==> src/rtl/reg16_arbiter_if.sv <==
// Bus bundle between four requesters and the reg16_arbiter register bank.
// The master side drives the requests, and the slave side returns grants, acks and data.
interface reg16_arbiter_if;
    localparam int unsigned NREQ  = 4;
    localparam int unsigned NREGS = 4;
    localparam int unsigned DW    = 16;
    localparam int unsigned AW    = 2;

    logic [NREQ-1:0]       req;
    logic [NREQ-1:0]       wr;
    logic [NREQ*AW-1:0]    addr;
    logic [NREQ*DW-1:0]    wdata;
    logic [NREQ-1:0]       gnt;
    logic [NREQ-1:0]       ack;
    logic [DW-1:0]         rdata;
    logic [NREGS*DW-1:0]   regs;
    logic                  busy;

    modport master (output req, wr, addr, wdata, input gnt, ack, rdata, regs, busy);
    modport slave  (input req, wr, addr, wdata, output gnt, ack, rdata, regs, busy);
endinterface

==> src/rtl/reg16_arbiter.sv <==
// Round-robin arbiter that gives one requester at a time a single read or write
// access to a bank of four 16-bit registers.
module reg16_arbiter #(
    parameter int unsigned NREQ  = 4,
    parameter int unsigned NREGS = 4
) (
    input  logic           clk,
    input  logic           rst,
    reg16_arbiter_if.slave bus
);
    localparam int unsigned DW = 16;
    localparam int unsigned IW = $clog2(NREQ);
    localparam int unsigned AW = $clog2(NREGS);

    typedef enum logic [1:0] {S_IDLE, S_ACCESS, S_RELEASE} state_e;

    state_e          state_q;
    logic [IW-1:0]   ptr_q;
    logic [IW-1:0]   owner_q;
    logic [NREQ-1:0] gnt_q;
    logic [NREQ-1:0] ack_q;
    logic            busy_q;
    logic [DW-1:0]   rdata_q;
    logic [DW-1:0]   bank_q [NREGS];

    logic [IW-1:0]   idx_c;
    logic [IW-1:0]   pick_c;
    logic            any_c;
    logic [AW-1:0]   addr_c;
    logic [DW-1:0]   wdata_c;

    // First requesting index found when scanning upward from the round-robin pointer.
    always_comb begin
        idx_c  = ptr_q;
        pick_c = ptr_q;
        any_c  = 1'b0;
        for (int k = 0; k < int'(NREQ); k++) begin
            idx_c = ptr_q + IW'(k);
            if (!any_c && bus.req[idx_c]) begin
                any_c  = 1'b1;
                pick_c = idx_c;
            end
        end
    end

    assign addr_c  = bus.addr[AW*owner_q +: AW];
    assign wdata_c = bus.wdata[DW*owner_q +: DW];

    always_ff @(posedge clk or negedge rst) begin
        if (!rst) begin
            state_q <= S_IDLE;
            ptr_q   <= '0;
            owner_q <= '0;
            gnt_q   <= '0;
            ack_q   <= '0;
            busy_q  <= 1'b0;
            rdata_q <= '0;
            for (int k = 0; k < int'(NREGS); k++) begin
                bank_q[k] <= '0;
            end
        end else begin
            ack_q <= '0;
            case (state_q)
                S_IDLE: begin
                    if (any_c) begin
                        owner_q <= pick_c;
                        gnt_q   <= NREQ'(1) << pick_c;
                        busy_q  <= 1'b1;
                        state_q <= S_ACCESS;
                    end
                end
                S_ACCESS: begin
                    if (bus.wr[owner_q]) begin
                        bank_q[addr_c] <= wdata_c;
                    end else begin
                        rdata_q <= bank_q[addr_c];
                    end
                    ack_q   <= NREQ'(1) << owner_q;
                    ptr_q   <= owner_q + IW'(1);
                    state_q <= S_RELEASE;
                end
                S_RELEASE: begin
                    // Grant is held for as long as the owner keeps its request up.
                    if (!bus.req[owner_q]) begin
                        gnt_q   <= '0;
                        busy_q  <= 1'b0;
                        state_q <= S_IDLE;
                    end
                end
                default: begin
                    gnt_q   <= '0;
                    busy_q  <= 1'b0;
                    state_q <= S_IDLE;
                end
            endcase
        end
    end

    assign bus.gnt   = gnt_q;
    assign bus.ack   = ack_q;
    assign bus.busy  = busy_q;
    assign bus.rdata = rdata_q;

    for (genvar k = 0; k < int'(NREGS); k++) begin : g_regs
        assign bus.regs[DW*k +: DW] = bank_q[k];
    end
endmodule

==> src/flat_wrapper.sv <==
// flat-port wrapper written by rule: the top's interface ports become plain ports
module reg16_arbiter_flat 
#(
    parameter int unsigned NREQ  = 4,
    parameter int unsigned NREGS = 4
)
  (clk, rst, bus_req, bus_wr, bus_addr, bus_wdata, bus_gnt, bus_ack, bus_rdata, bus_regs, bus_busy);
  reg16_arbiter_if bus_i ();
  input  logic clk;
  input  logic rst;
  input wire logic [$bits(bus_i.req)-1:0] bus_req;
  input wire logic [$bits(bus_i.wr)-1:0] bus_wr;
  input wire logic [$bits(bus_i.addr)-1:0] bus_addr;
  input wire logic [$bits(bus_i.wdata)-1:0] bus_wdata;
  output wire logic [$bits(bus_i.gnt)-1:0] bus_gnt;
  output wire logic [$bits(bus_i.ack)-1:0] bus_ack;
  output wire logic [$bits(bus_i.rdata)-1:0] bus_rdata;
  output wire logic [$bits(bus_i.regs)-1:0] bus_regs;
  output wire logic [$bits(bus_i.busy)-1:0] bus_busy;
  assign bus_i.req = bus_req;
  assign bus_i.wr = bus_wr;
  assign bus_i.addr = bus_addr;
  assign bus_i.wdata = bus_wdata;
  assign bus_gnt = bus_i.gnt;
  assign bus_ack = bus_i.ack;
  assign bus_rdata = bus_i.rdata;
  assign bus_regs = bus_i.regs;
  assign bus_busy = bus_i.busy;
  reg16_arbiter #(.NREQ(NREQ), .NREGS(NREGS)) u_core (.clk(clk), .rst(rst), .bus(bus_i));
endmodule
==> config.mk <==
export PLATFORM = sky130hd
export DESIGN_NAME = reg16_arbiter_flat
export DESIGN_NICKNAME = d
export VERILOG_FILES = /design/src/rtl/reg16_arbiter_if.sv /design/src/rtl/reg16_arbiter.sv /design/src/flat_wrapper.sv
export SDC_FILE = /design/constraint.sdc
export NUM_CORES = 1
export LEC_CHECK = 0
export BUFFER_PORTS_ARGS = -buffer_cell sky130_fd_sc_hd__buf_2
export CAP_MARGIN = 5
export CORE_MARGIN = 8
export CORE_UTILIZATION = 46
export CTS_BUF_LIST = sky130_fd_sc_hd__clkbuf_2
export DETAILED_ROUTE_END_ITERATION = 8
export GPL_TIMING_DRIVEN = 0
export PLACE_DENSITY = 0.78
export SLEW_MARGIN = 10
export SYNTH_ARGS = -nofsm -noshare
export SYNTH_HDL_FRONTEND = slang
export SYNTH_SLANG_ARGS = --single-unit
export TNS_END_PERCENT = 10
==> constraint.sdc <==
create_clock -name clk -period 2.1 [get_ports clk]
set_clock_uncertainty 0.2 [all_clocks]
set_input_delay 0.21 -clock clk [delete_from_list [all_inputs] [get_ports clk]]
set_output_delay 0.21 -clock clk [all_outputs]
set_load 0.03 [all_outputs]
==> metrics.yaml <==
drc_violation_count_after_routing: 0
postSynthRegisterBits: 95
min_path_type: "input pin to flop"
final_common_cell: "sky130_fd_sc_hd__buf_2"
htreeDepth: 3
cts_tree: "built"
place_inst: 639
async_reset_ff_share_pct: 100.0
via_count_of_the_first_global_routing_pass: 4346
run_status: "finished with violations"
routed_length_per_instance_um: 21.27
setup_ws_ns: -0.2840
top_ff_cell_synth: "sky130_fd_sc_hd__dfrtp_1"
synthesis.area_mm2: 0.004658
critPathMaxFanout: 10
timing.final.crit_period_ns: 2.384
hp-start: "bus_req[1]"
drive_gt1_share_pct: 56.58
worst_setup_hold_path_clk_slew_ns: 0.23
p_leak_nw: 3.333
remaining_antenna_violation_count_after_routing: 0
start_util_pct: 47.44
power.density_cell_area_mw_per_mm2: 1587
finalSetupViolations: 80
gate_count_of_the_mapped_netlist: 335
fillerInstances: 695
routed_wl_um: 15790
die_height_um: 116.6
synth_cell_types: 36
clk_root_buffer_cell: "sky130_fd_sc_hd__clkbuf_2"
gpl.final_weighted_congestion: 0.8863
finalNonFillerCells: 742
synth-warning-count: 0
crit_path_max_incr_delay_ns: 0.60
synth.net_count: 421
syn_avg_cell_area_um2: 13.91
tritoncts.num_buffers: 9
cts.path.max_buffers: 2
tightestPinTransition_ns: 0.6443
drt-pass1-iter-count: 4
required_ns: 2.38
slowest_stage: "sky130_fd_sc_hd__mux4_2"
crit_path_cell_trace: "mux4_2 -> or3_1 -> buf_6 -> buf_12 -> mux2_4"
global_route.usage.total_pct: 23.36
hold_viol: 0
relSlewSlack_pct: 57.05
post-layout-total-power_w: 0.01092
worstSkewPairLatency_ns: 0.58
layout.cells.most_common_list: "169 x sky130_fd_sc_hd__buf_2, 93 x sky130_fd_sc_hd__dfrtp_1, 69 x sky130_fd_sc_hd__dlygate4sd3_1"
placement_rows: 36
finish.net_count: 689
timing.critical_path.from_type: "flop"
timing.rr.start: "u_core.owner_q[0]$_DFFE_PN0P_"
vias_per_cell: 5.419
power.ir.vdd_worst_mv: 0.7700
violations_in_the_final_reports: "negative setup slack"
number_of_top_level_design_ports: 171
die_w_um: 116.6
flow.area_growth_from_synthesis_pct: 47.70
crit_path_end_kind: "flop"
post-route-period-util_pct: 113.5
cts.sinks: 95
place_ws_ns: -0.7677
grt_antenna_before_repair: 0
pin_count_of_the_biggest_net_entering_global_routing: 50
endpoint_arrival_time_on_the_critical_path_ns: 2.66
place_hpwl_um: 10220
timing.setup.tns_ns: -14.45
coreArea_mm2: 0.009819
via_count: 4021
cap_viol_max_count: 0
dr.first_iter.drc_count: 270
peak_clock_frequency_supported_by_timing_mhz: 419.5
timing.critical_path.max_delay_family: "multiplexers"
worst-path-buf-inv: 2
numPortBuffers: 170
finalMaxSlewViolations: 0
timing_worst_setup_path_type: "flop to flop"
sequential_to_total_area_share_from_yosys_stat_pct: 51.03
grt_pass1_wl_um: 23780
rsz0062_at_grt: "true"
worstSetupStartpoint: "u_core.owner_q[0]$_DFFE_PN0P_"
overflow: 0
floorplan.die_area_mm2: 0.01360
synth_enable_flop_cells: 0
## registers in the layout, summed over array words and instances, names as in the netlist
| register | flops |
|---|---|
| u_core.owner_q | 2 |
| u_core.bus.ack | 4 |
| u_core.bus.rdata | 16 |
| u_core.bus.busy | 1 |
| u_core.bus.regs | 64 |
| u_core.ptr_q | 2 |
| u_core.bus.gnt | 4 |
| u_core.state_q | 2 |
## worst paths after layout
check	slack [ns]	to	cells past startpoint
hold / removal	0.04	u_core.owner_q[0]$_DFFE_PN0P_	3
min in group asynchronous	0.47	u_core.bus.rdata[14]$_DFFE_PN0P_	3
max in group asynchronous	0.54	u_core.bus.rdata[6]$_DFFE_PN0P_	4
hold reg to reg	0.35	u_core.bus.gnt[0]$_DFFE_PN0P_	1
setup reg to reg	-0.28	u_core.bus.regs[6]$_DFFE_PN0P_	5
setup / recovery	-0.28	u_core.bus.regs[6]$_DFFE_PN0P_	5
## area by class of cell
cell class | count | area, um^2 | share of cell area (%)
antenna | 1 | 2.502 | 0.03637
buffer | 19 | 188.9 | 2.746
clock buffer | 10 | 50.05 | 0.7274
clock inverter | 6 | 61.31 | 0.8911
inverter | 8 | 30.03 | 0.4364
multi-input combinational | 213 | 2276 | 33.08
sequential | 95 | 2380 | 34.59
tap | 133 | 166.4 | 2.419
timing repair buffer | 257 | 1725 | 25.08
## worst min-delay path, cell delays in order
cell and delay [ns]:
sky130_fd_sc_hd__buf_2 0.15, sky130_fd_sc_hd__o221ai_1 0.22, sky130_fd_sc_hd__o21ai_0 0.20
## timing repair
action / in CTS / in global routing
hold buffers: 69 / 0
endpoints found under the setup margin: 91 / 80
buffers inserted: 9 / 7
pin swaps: 5 / 2
gates cloned: 0 / 1
endpoints found under the hold margin: 165 / 0
resized for setup: 42 / 36
## per-stage QoR
step / util, % / instance area, um^2 / hold WS [ns]
2_1_floorplan: - / 4669 / -0.2856
3_3_place_gp: 57.91 / 5687 / 0.2670
3_5_place_dp: 58.22 / 5717 / 0.07811
4_1_cts: 68.41 / 6718 / 0.007173
5_1_grt: 70.04 / 6878 / 0.04745
6_report: 70.07 / 6880 / 0.04440
## cells in the mapped netlist, drive strengths merged, types with 3 or more instances
library cell   n  area (um^2)
mux4          20        450.4
a21oi          3        15.01
nor3b          3        32.53
nand2         23        86.33
inv            8        30.03
dfrtp         95         2377
clkbuf         8        30.03
nand3         15        75.07
and2           4        25.02
o21ai          5        25.02
o221a         16        180.2
mux2          80        938.4
nand2b        18        112.6
buf           11        63.81
ha             4        50.05
## kinds of logic (layout without fill, tap and decap cells)
logic type      count (synthesis)  in the layout  synth area share (%)
flops                          95             95                 51.03
mux                           101            101                 30.03
buf+inv                        27            300                 2.659
compound gates                 36             36                 6.849
simple gates                   72             72                 8.353
other cells                     0              1                     0
fa+ha+maj                       4              4                 1.074
## metal layers
| metal | vias to the layer above | track usage [%] | routed length (um) |
|---|---|---|---|
| li1 | 1790 | - | - |
| met1 | 2041 | 26.70 | 6180 |
| met2 | 167 | 40.87 | 8112 |
| met3 | 23 | 6.463 | 1209 |
| met4 | 0 | 8.788 | 283 |
| met5 | - | 0 | 0 |
## report_power, final
group          internal [W]  total, W  switching [W]
sequential          0.00270   0.00341       0.000714
clock              0.000277  0.000917       0.000640
combinational       0.00285   0.00659        0.00374
total               0.00582    0.0109        0.00509
No activity file was read; power rests on OpenSTA's default activity.
